File: config.mk
export PLATFORM = sky130hd
export DESIGN_NAME = seg7_scan_driver_flat
export DESIGN_NICKNAME = d
export VERILOG_FILES = /design/src/rtl/seg7_scan_driver_if.sv /design/src/rtl/seg7_scan_driver.sv /design/src/flat_wrapper.sv
export SDC_FILE = /design/constraint.sdc
export NUM_CORES = 1
export LEC_CHECK = 0
export BUFFER_PORTS_ARGS = -buffer_cell sky130_fd_sc_hd__buf_2
export CORE_MARGIN = 3
export CORE_UTILIZATION = 40
export CTS_BUF_LIST = sky130_fd_sc_hd__clkbuf_4
export CTS_CLUSTER_SIZE = 40
export DETAILED_ROUTE_END_ITERATION = 6
export MAX_ROUTING_LAYER = met4
export PLACE_DENSITY = 0.66
export SETUP_SLACK_MARGIN = 0.2
export SKIP_LAST_GASP = 1
export SLEW_MARGIN = 5
export SYNTH_ARGS = -nofsm -noshare
export SYNTH_HDL_FRONTEND = slang
export SYNTH_SLANG_ARGS = --single-unit
File: constraint.sdc
create_clock -name clk_in -period 2.38 [get_ports clk_in]
set_input_delay 0.476 -clock clk_in [delete_from_list [all_inputs] [get_ports clk_in]]
set_output_delay 0.476 -clock clk_in [all_outputs]
set_load 0.1 [all_outputs]
File: src/rtl/seg7_scan_driver_if.sv
// Bus between a display controller and the eight-digit multiplexed 7-segment scan driver.
// The controller side writes display data; the driver side returns the registered panel drives.
interface seg7_scan_driver_if;
  logic [31:0] i_data;
  logic        i_we;
  logic        i_lzb;
  logic [7:0]  o_seg;
  logic [7:0]  o_sel;
  logic        o_frame;

  modport master (
    output i_data, i_we, i_lzb,
    input  o_seg, o_sel, o_frame
  );

  modport slave (
    input  i_data, i_we, i_lzb,
    output o_seg, o_sel, o_frame
  );
endinterface

File: src/rtl/seg7_scan_driver.sv
// Eight-digit multiplexed 7-segment scanner: holds each digit for SCAN_DIV clocks,
// decodes hex to active-low segments with optional leading-zero blanking.
module seg7_scan_driver #(
  parameter int unsigned SCAN_DIV = 50000
) (
  input  logic               clk_in,
  input  logic               reset,
  seg7_scan_driver_if.slave  bus
);

  localparam int DIV_W = $clog2(SCAN_DIV);
  localparam logic [DIV_W-1:0] DIV_LAST = DIV_W'(SCAN_DIV - 1);

  logic [31:0]      disp_q;
  logic [DIV_W-1:0] div_q;
  logic [2:0]       index_q;
  logic             frame_pend_q;
  logic [7:0]       seg_q;
  logic [7:0]       sel_q;
  logic             frame_q;

  logic             div_wrap;
  logic [3:0]       nibble;
  logic [7:0]       upper_zero;
  logic             blank;
  logic [7:0]       seg_next;
  logic [7:0]       sel_next;

  function automatic logic [7:0] hex_to_seg(input logic [3:0] n);
    logic [7:0] s;
    unique case (n)
      4'h0: s = 8'hC0;
      4'h1: s = 8'hF9;
      4'h2: s = 8'hA4;
      4'h3: s = 8'hB0;
      4'h4: s = 8'h99;
      4'h5: s = 8'h92;
      4'h6: s = 8'h82;
      4'h7: s = 8'hF8;
      4'h8: s = 8'h80;
      4'h9: s = 8'h90;
      4'hA: s = 8'h88;
      4'hB: s = 8'h83;
      4'hC: s = 8'hC6;
      4'hD: s = 8'hA1;
      4'hE: s = 8'h86;
      default: s = 8'h8E;
    endcase
    return s;
  endfunction

  assign div_wrap = (div_q == DIV_LAST);

  always_comb begin
    // NOTE: every signal gets a value before any branch so no latch is inferred.
    upper_zero = '0;
    // upper_zero[i]: nibbles i..7 are all zero, i.e. digit i is a leading zero.
    for (int i = 0; i < 8; i++) begin
      upper_zero[i] = ((disp_q >> (4 * i)) == 32'h0);
    end
    nibble   = disp_q[{index_q, 2'b00} +: 4];
    blank    = bus.i_lzb && (index_q != 3'd0) && upper_zero[index_q];
    seg_next = blank ? 8'hFF : hex_to_seg(nibble);
    sel_next = ~(8'h01 << index_q);
  end

  // Outputs are formed from pre-edge index/data, so a write landing on a digit
  // advance shows the old nibble for one edge and the new one afterwards.
  always_ff @(posedge clk_in or posedge reset) begin
    if (reset) begin
      disp_q       <= '0;
      div_q        <= '0;
      index_q      <= '0;
      frame_pend_q <= 1'b0;
      seg_q        <= 8'hFF;
      sel_q        <= 8'hFF;
      frame_q      <= 1'b0;
    end else begin
      // NOTE: non-blocking assignments so every register samples pre-edge values.
      if (bus.i_we) disp_q <= bus.i_data;
      div_q <= div_wrap ? '0 : div_q + DIV_W'(1);
      if (div_wrap) index_q <= index_q + 3'd1;
      frame_pend_q <= div_wrap && (index_q == 3'd7);
      seg_q        <= seg_next;
      sel_q        <= sel_next;
      frame_q      <= frame_pend_q;
    end
  end

  assign bus.o_seg   = seg_q;
  assign bus.o_sel   = sel_q;
  assign bus.o_frame = frame_q;

endmodule
File: src/flat_wrapper.sv
// flat-port wrapper written by rule: the top's interface ports become plain ports
module seg7_scan_driver_flat 
#(
  parameter int unsigned SCAN_DIV = 50000
)
  (clk_in, reset, bus_i_data, bus_i_we, bus_i_lzb, bus_o_seg, bus_o_sel, bus_o_frame);
  seg7_scan_driver_if bus_i ();
  input  logic clk_in;
  input  logic reset;
  input wire logic [$bits(bus_i.i_data)-1:0] bus_i_data;
  input wire logic [$bits(bus_i.i_we)-1:0] bus_i_we;
  input wire logic [$bits(bus_i.i_lzb)-1:0] bus_i_lzb;
  output wire logic [$bits(bus_i.o_seg)-1:0] bus_o_seg;
  output wire logic [$bits(bus_i.o_sel)-1:0] bus_o_sel;
  output wire logic [$bits(bus_i.o_frame)-1:0] bus_o_frame;
  assign bus_i.i_data = bus_i_data;
  assign bus_i.i_we = bus_i_we;
  assign bus_i.i_lzb = bus_i_lzb;
  assign bus_o_seg = bus_i.o_seg;
  assign bus_o_sel = bus_i.o_sel;
  assign bus_o_frame = bus_i.o_frame;
  seg7_scan_driver #(.SCAN_DIV(SCAN_DIV)) u_core (.clk_in(clk_in), .reset(reset), .bus(bus_i));
endmodule
==> results of run 1 <==
-- flip-flops by register name, indices dropped and copies added (netlist names) --
name	count
u_core.bus.o_frame	1
u_core.bus.o_seg	7
u_core.bus.o_sel	8
u_core.disp_q	32
u_core.div_q	16
u_core.frame_pend_q	1
u_core.index_q	3
-- metal layers --
metal | part of all wire | global-route usage
met1 | 0.49 | 0.203
met3 | 0.055 | 0.0474
met2 | 0.44 | 0.229
met5 | 0 | -
met4 | 0.017 | 0.0569
-- final timing paths --
| path | endpoint | slack, ns | depth (start not counted) |
|---|---|---|---|
| max | u_core.bus.o_seg[4] | 0.33 | 7 |
| min | u_core.div_q[12] | 0.05 | 2 |
| max reg2reg | u_core.bus.o_seg[4] | 0.33 | 7 |
| min reg2reg | u_core.bus.o_frame | 0.34 | 0 |
| max in group asynchronous | u_core.bus.o_sel[4] | 1.67 | 3 |
| min in group clk_in | u_core.disp_q[17] | 0.28 | 2 |
-- power by group through the flow --
stage | sequential [µW] | clock, µW | combinational [µW]
after detailed placement | 1320 | 0 | 440
after CTS | 1300 | 752 | 441
after floorplan | 1460 | 0 | 192
after global routing | 1310 | 816 | 471
final | 1300 | 726 | 440
after global placement | 1320 | 0 | 433
-- timing repair --
action                                  4_1_cts  5_1_grt
pin swaps                                     0        0
endpoints found under the setup margin        1        4
hold buffers                                  0        0
resized for setup                             1        4
-- through the flow --
stage                     std cells  setup slack [ns]  instance area, µm²  hold slack, ns  total power (µW)
after detailed placement        403             0.204                3610           0.343              1760
after CTS                       419             0.259                3750          0.0331              2500
after floorplan                 252             0.217                3210           0.331              1660
final                           419             0.330                3760          0.0450              2470
after global routing            419             0.203                3760          0.0357              2600
after global placement          403             0.269                3610           0.334              1760
-- cells in the final DEF (no fill, tap or decap), types with 2 or more instances in the layout --
cell      Yosys  routed
buf_2         3      51
dfrtp_1      53      50
mux2_2       34      34
nand2_1      19      19
dfstp_2      15      15
ha_1         13      13
nor2_1       12      12
xnor2_1      11      11
nor4_1       10      10
clkbuf_4      0      10
inv_1        10       9
nand3_1       8       8
mux4_2        8       8
buf_4         2       7
mux2i_1       6       6
o21ai_0       4       4
o211ai_1      4       4
nor3_1        4       4
xor2_1        4       4
inv_2         2       3
nand4_1       3       3
clkinv_2      0       3
dfrtp_2       0       3
or3_1         2       2
mux2i_4       1       2
a21oi_1       2       2
or2_1         2       2
nand2b_1      2       2
o22ai_1       2       2
-- final cells by class --
| cell class | instances | area, µm² |
|---|---|---|
| multi-input combinational | 162 | 1400 |
| timing repair buffer | 59 | 328 |
| inverter | 12 | 45.0 |
| clock inverter | 6 | 56.3 |
| fill | 727 | 4010 |
| sequential | 68 | 1720 |
| clock buffer | 10 | 75.1 |
| tap | 102 | 128 |
-- cell families (layout without fill, tap and decap cells) --
| kind of cell | Yosys count | after routing | synth area share |
|---|---|---|---|
| muxes | 50 | 50 | 0.205 |
| DFF | 68 | 68 | 0.535 |
| AOI/OAI and AO/OA | 16 | 16 | 0.0323 |
| buffers and inverters | 22 | 87 | 0.0315 |
| other | 1 | 1 | 0.00117 |
| and+or+nand+nor | 67 | 67 | 0.103 |
| xor gates and xnor gates | 15 | 15 | 0.0409 |
| adders and majority gates | 13 | 13 | 0.0506 |
==> impl_metrics.yaml, run 1 <==
yosys:
  synth_edf_count: 0
  syn_nets: 301
  synthFlopType: "dfrtp_1"
  synth.area.top_cells: "dfrtp_1, dfstp_2, mux2_2"
  synth_most_common_cell: "dfrtp_1"
  yosysTopAreaCell: "dfrtp_1"
  ys_seq_elements: 68
  yosys_warnings: 0
  seq_area_frac_synth: 0.535
  postSynthCellCount: 252
  synth_top_area_frac: 0.413
  yosys.cell_types.count: 40
  async_flop_share: 1.00
  synth_area_per_cell_um2: 12.8
  yosys-top-cells-count: "dfrtp_1, mux2_2, nand2_1"
  syn_area_um2: 3210
clock_network:
  cts_tree: "done"
  cts_root_buffer: "clkbuf_4"
  post_cts_buffers: 0
  clockBufferDepth: 2
  cts_made_buffers: 9
  clk_latency_ns: 0.40
  cts_max_level: 3
  clock_sinks: 68
  clk_pin_slew_ns: 0.11
final_layout:
  diodes: 0
  utilization: 0.484
  final_nets: 361
  drive_gt1_frac: 0.445
  area_growth_pct: 16.9
place:
  dp_hpwl_mm: 4.59
  io_buffers: 51
  gp_congestion: 0.807
timing:
  finalSetupTns_ns: 0
  setup_viol: 0
  worst_pin_slew_ns: 0.692
  maxSlewViolCount: 0
  fin_worst_skew_ns: 0.0202
  rsz0062_at_grt: "false"
  min_period_over_period: 0.861
  slew-limit-headroom: 0.538
  final_hold_viol_count: 0
  fin_crit_ns: 2.05
  fmax_mhz: 488
worst_setup_path:
  path_delay_family: "multiplexers"
  slowest_delay_ns: 0.54
  timing.rr.start: "u_core.index_q[1]"
  startpoint: "u_core.index_q[1]"
  path_buf_inv: 1
  crit_fanout: 5
  path_cells: "mux4_2, mux2i_4, inv_2, ha_1, mux2_2, nand2_1, o211ai_1"
  cp-start-kind: "flop"
  critPathCaptureType: "flop"
  cp.required_ns: 2.68
  criticalPathCategory: "reg2reg"
  slowest_stage: "mux4_2"
  critPathArrivalTime_ns: 2.35
detailed_routing:
  vias: 2117
  wl_mm: 6.10
  dr.first_iter.drc_count: 46
  wl_per_cell_um: 14.6
  final_antenna_net_count: 0
  drcViolationCount: 0
  vias_per_cell: 5.05
  firstDrtPassIters: 4
grt:
  grt_max_degree: 33
  antenna_found_initial: 0
  grt_usage: 0.156
  grt_overflow: 0
  grt_pass1_vias: 2184
  grt_pass1_wl_mm: 10.4
floorplanning:
  ioPinCount: 53
  coreArea_um2: 7770
  die_h_um: 95.6
  dieArea_um2: 9150
  row_count: 32
  initial_utilization: 0.414
  die_w_um: 95.6
run:
  drv_cap: 0
pwr:
  internal_power_uw: 1720
  power_density_nw_per_um2: 657
  p_seq_frac: 0.527
  peakVddDrop_uv: 402
  p_sw_uw: 745
  combPwrFrac: 0.178
  swShare: 0.302
  clockPowerShare: 0.294
  p_leak_uw: 0.00162
hold_path:
  hold_path.class: "in2async"
outcome:
  status: "finished, final reports clean"
Power figures use the tool's default switching activity.
==> run 2: changes to the inputs <==
- MAX_ROUTING_LAYER: met4 -> not set
==> impl_metrics.yaml, run 2 (synthesis gave the netlist of run 1 again) <==
place:
  gp_congestion: 0.796
  postPlaceCellArea_um2: 3610
  dp_hpwl_mm: 4.59
  placed_cells: 403
  dp_slack_ns: 0.204
  io_buffers: 51
worst_setup_path:
  crit_cells: 7
  reg2reg_to: "u_core.bus.o_seg[4]"
  slowest_delay_ns: 0.54
  cp.required_ns: 2.68
  slowest_stage: "mux4_2"
  reg2reg_slack_ns: 0.33
  crit_end: "u_core.bus.o_seg[4]"
  startpoint: "u_core.index_q[1]"
  crit_fanout: 5
  critPathArrivalTime_ns: 2.35
  path_buf_inv: 1
  path_delay_family: "multiplexers"
  timing.rr.start: "u_core.index_q[1]"
  worst-r2r-cell-count: 7
  path_cells: "mux4_2, mux2i_4, inv_2, ha_1, mux2_2, nand2_1, o211ai_1"
  critPathCaptureType: "flop"
  cp-start-kind: "flop"
  criticalPathCategory: "reg2reg"
final_layout:
  area_growth_pct: 16.9
  fin_area_um2: 3760
  fillers: 727
  layout_commonest_cell: "buf_2"
  largest_register_ffs: 32
  largest_register: "u_core.disp_q"
  drive_gt1_frac: 0.445
  final_nets: 361
  layout_common_cells: "buf_2, dfrtp_1, mux2_2"
  fin_cells: 419
  diodes: 0
detailed_routing:
  drcViolationCount: 0
  firstDrtPassIters: 4
  vias_per_cell: 5.05
  final_antenna_net_count: 0
  wl_per_cell_um: 14.5
  dr.first_iter.drc_count: 56
  vias: 2118
  wl_mm: 6.09
grt:
  grt_max_degree: 33
  antenna_found_initial: 0
  grt_pass1_vias: 2194
  grt_usage: 0.150
  met3_usage: 0.0410
  use_met2: 0.230
  grt_pass1_wl_mm: 10.4
  grt_overflow: 0
  use_met1: 0.201
  top_usage_layer: "met2"
floorplanning:
  ioPinCount: 53
  die_w_um: 95.6
  initial_utilization: 0.414
  dieArea_um2: 9150
  die_h_um: 95.6
  row_count: 32
  coreArea_um2: 7770
timing:
  rsz0062_at_grt: "false"
  setup_ws_ns: 0.331
  fin_crit_ns: 2.05
  maxSlewViolCount: 0
  slew-limit-headroom: 0.537
  fmax_mhz: 488
  fin_worst_skew_ns: 0.0183
  final_hold_viol_count: 0
  min_period_over_period: 0.861
  worst_pin_slew_ns: 0.695
  setup_viol: 0
  finalSetupTns_ns: 0
clock_network:
  post_cts_buffers: 0
  clock_sinks: 68
  cts_root_buffer: "clkbuf_4"
  cts_tree: "done"
  cts_made_buffers: 9
  clockBufferDepth: 2
  clk_latency_ns: 0.40
  hold_buffers: 0
  cts_max_level: 3
  clk_pin_slew_ns: 0.11
hold_path:
  hold_path.class: "in2async"
run:
  drv_cap: 0
pwr:
  power_density_nw_per_um2: 656
  peakVddDrop_uv: 402
  p_leak_uw: 0.00162
outcome:
  status: "finished, final reports clean"
==> run 2: cell counts in the layout (fill, tap and decap cells not counted) <==
Identical to the previous run, type by type.
==> run 2: timing repair <==
item | 4_1_cts | 5_1_grt
pin swaps | 0 | 0
endpoints found under the setup margin | 1 | 4
gates resized for setup | 1 | 4
==> run 2: worst register-to-register path: cells and delay by family (launching register included) <==
family                   cells  cell delay [ns]
AND/OR/NAND/NOR              1             0.06
multiplexers                 3             1.04
adder cells (fa/ha/maj)      1             0.23
flip-flops                   1             0.45
buffers and inverters        1             0.07
AO/OA/AOI/OAI                1             0.09
==> run 2: layout make-up <==
cell class,instances,area [µm²],area share
clock inverter,6,56.3,0.0150
inverter,12,45.0,0.0120
timing repair buffer,59,328,0.0872
clock buffer,10,75.1,0.0200
sequential,68,1720,0.459
tap,102,128,0.0340
multi-input combinational,162,1400,0.373
==> run 2: worst min-delay path by stage <==
stage,cells past startpoint,to,start,slack (ns)
6_report,2,u_core.div_q[12],reset,0.05
5_1_grt,2,u_core.div_q[13],reset,0.05
4_1_cts,2,u_core.div_q[13],reset,0.03
3_5_place_dp,0,u_core.bus.o_frame,u_core.frame_pend_q,0.34
3_3_place_gp,0,u_core.bus.o_frame,u_core.frame_pend_q,0.33
2_1_floorplan,0,u_core.bus.o_frame,u_core.frame_pend_q,0.33
==> run 2: where the power goes <==
group	internal [µW]	switching [µW]	total [µW]	leakage [µW]
combinational	154	286	440	0.000745
clock	324	401	725	0.0000736
sequential	1250	56.4	1300	0.000805
total	1720	744	2470	0.00162
==> run 2: per-stage QoR <==
stage / utilization / power [µW] / hold WS, ns
detailed placement: 0.465 / 1760 / 0.343
global route: 0.484 / 2590 / 0.0498
CTS: 0.482 / 2500 / 0.0331
floorplan: - / 1660 / 0.331
global placement: 0.465 / 1760 / 0.334
finish: 0.484 / 2470 / 0.0506
==> run 2: metal layers <==
layer,share of wire,routed length (µm)
met1,0.49,2960
met2,0.44,2680
met3,0.056,343
met4,0.017,102
met5,0,0
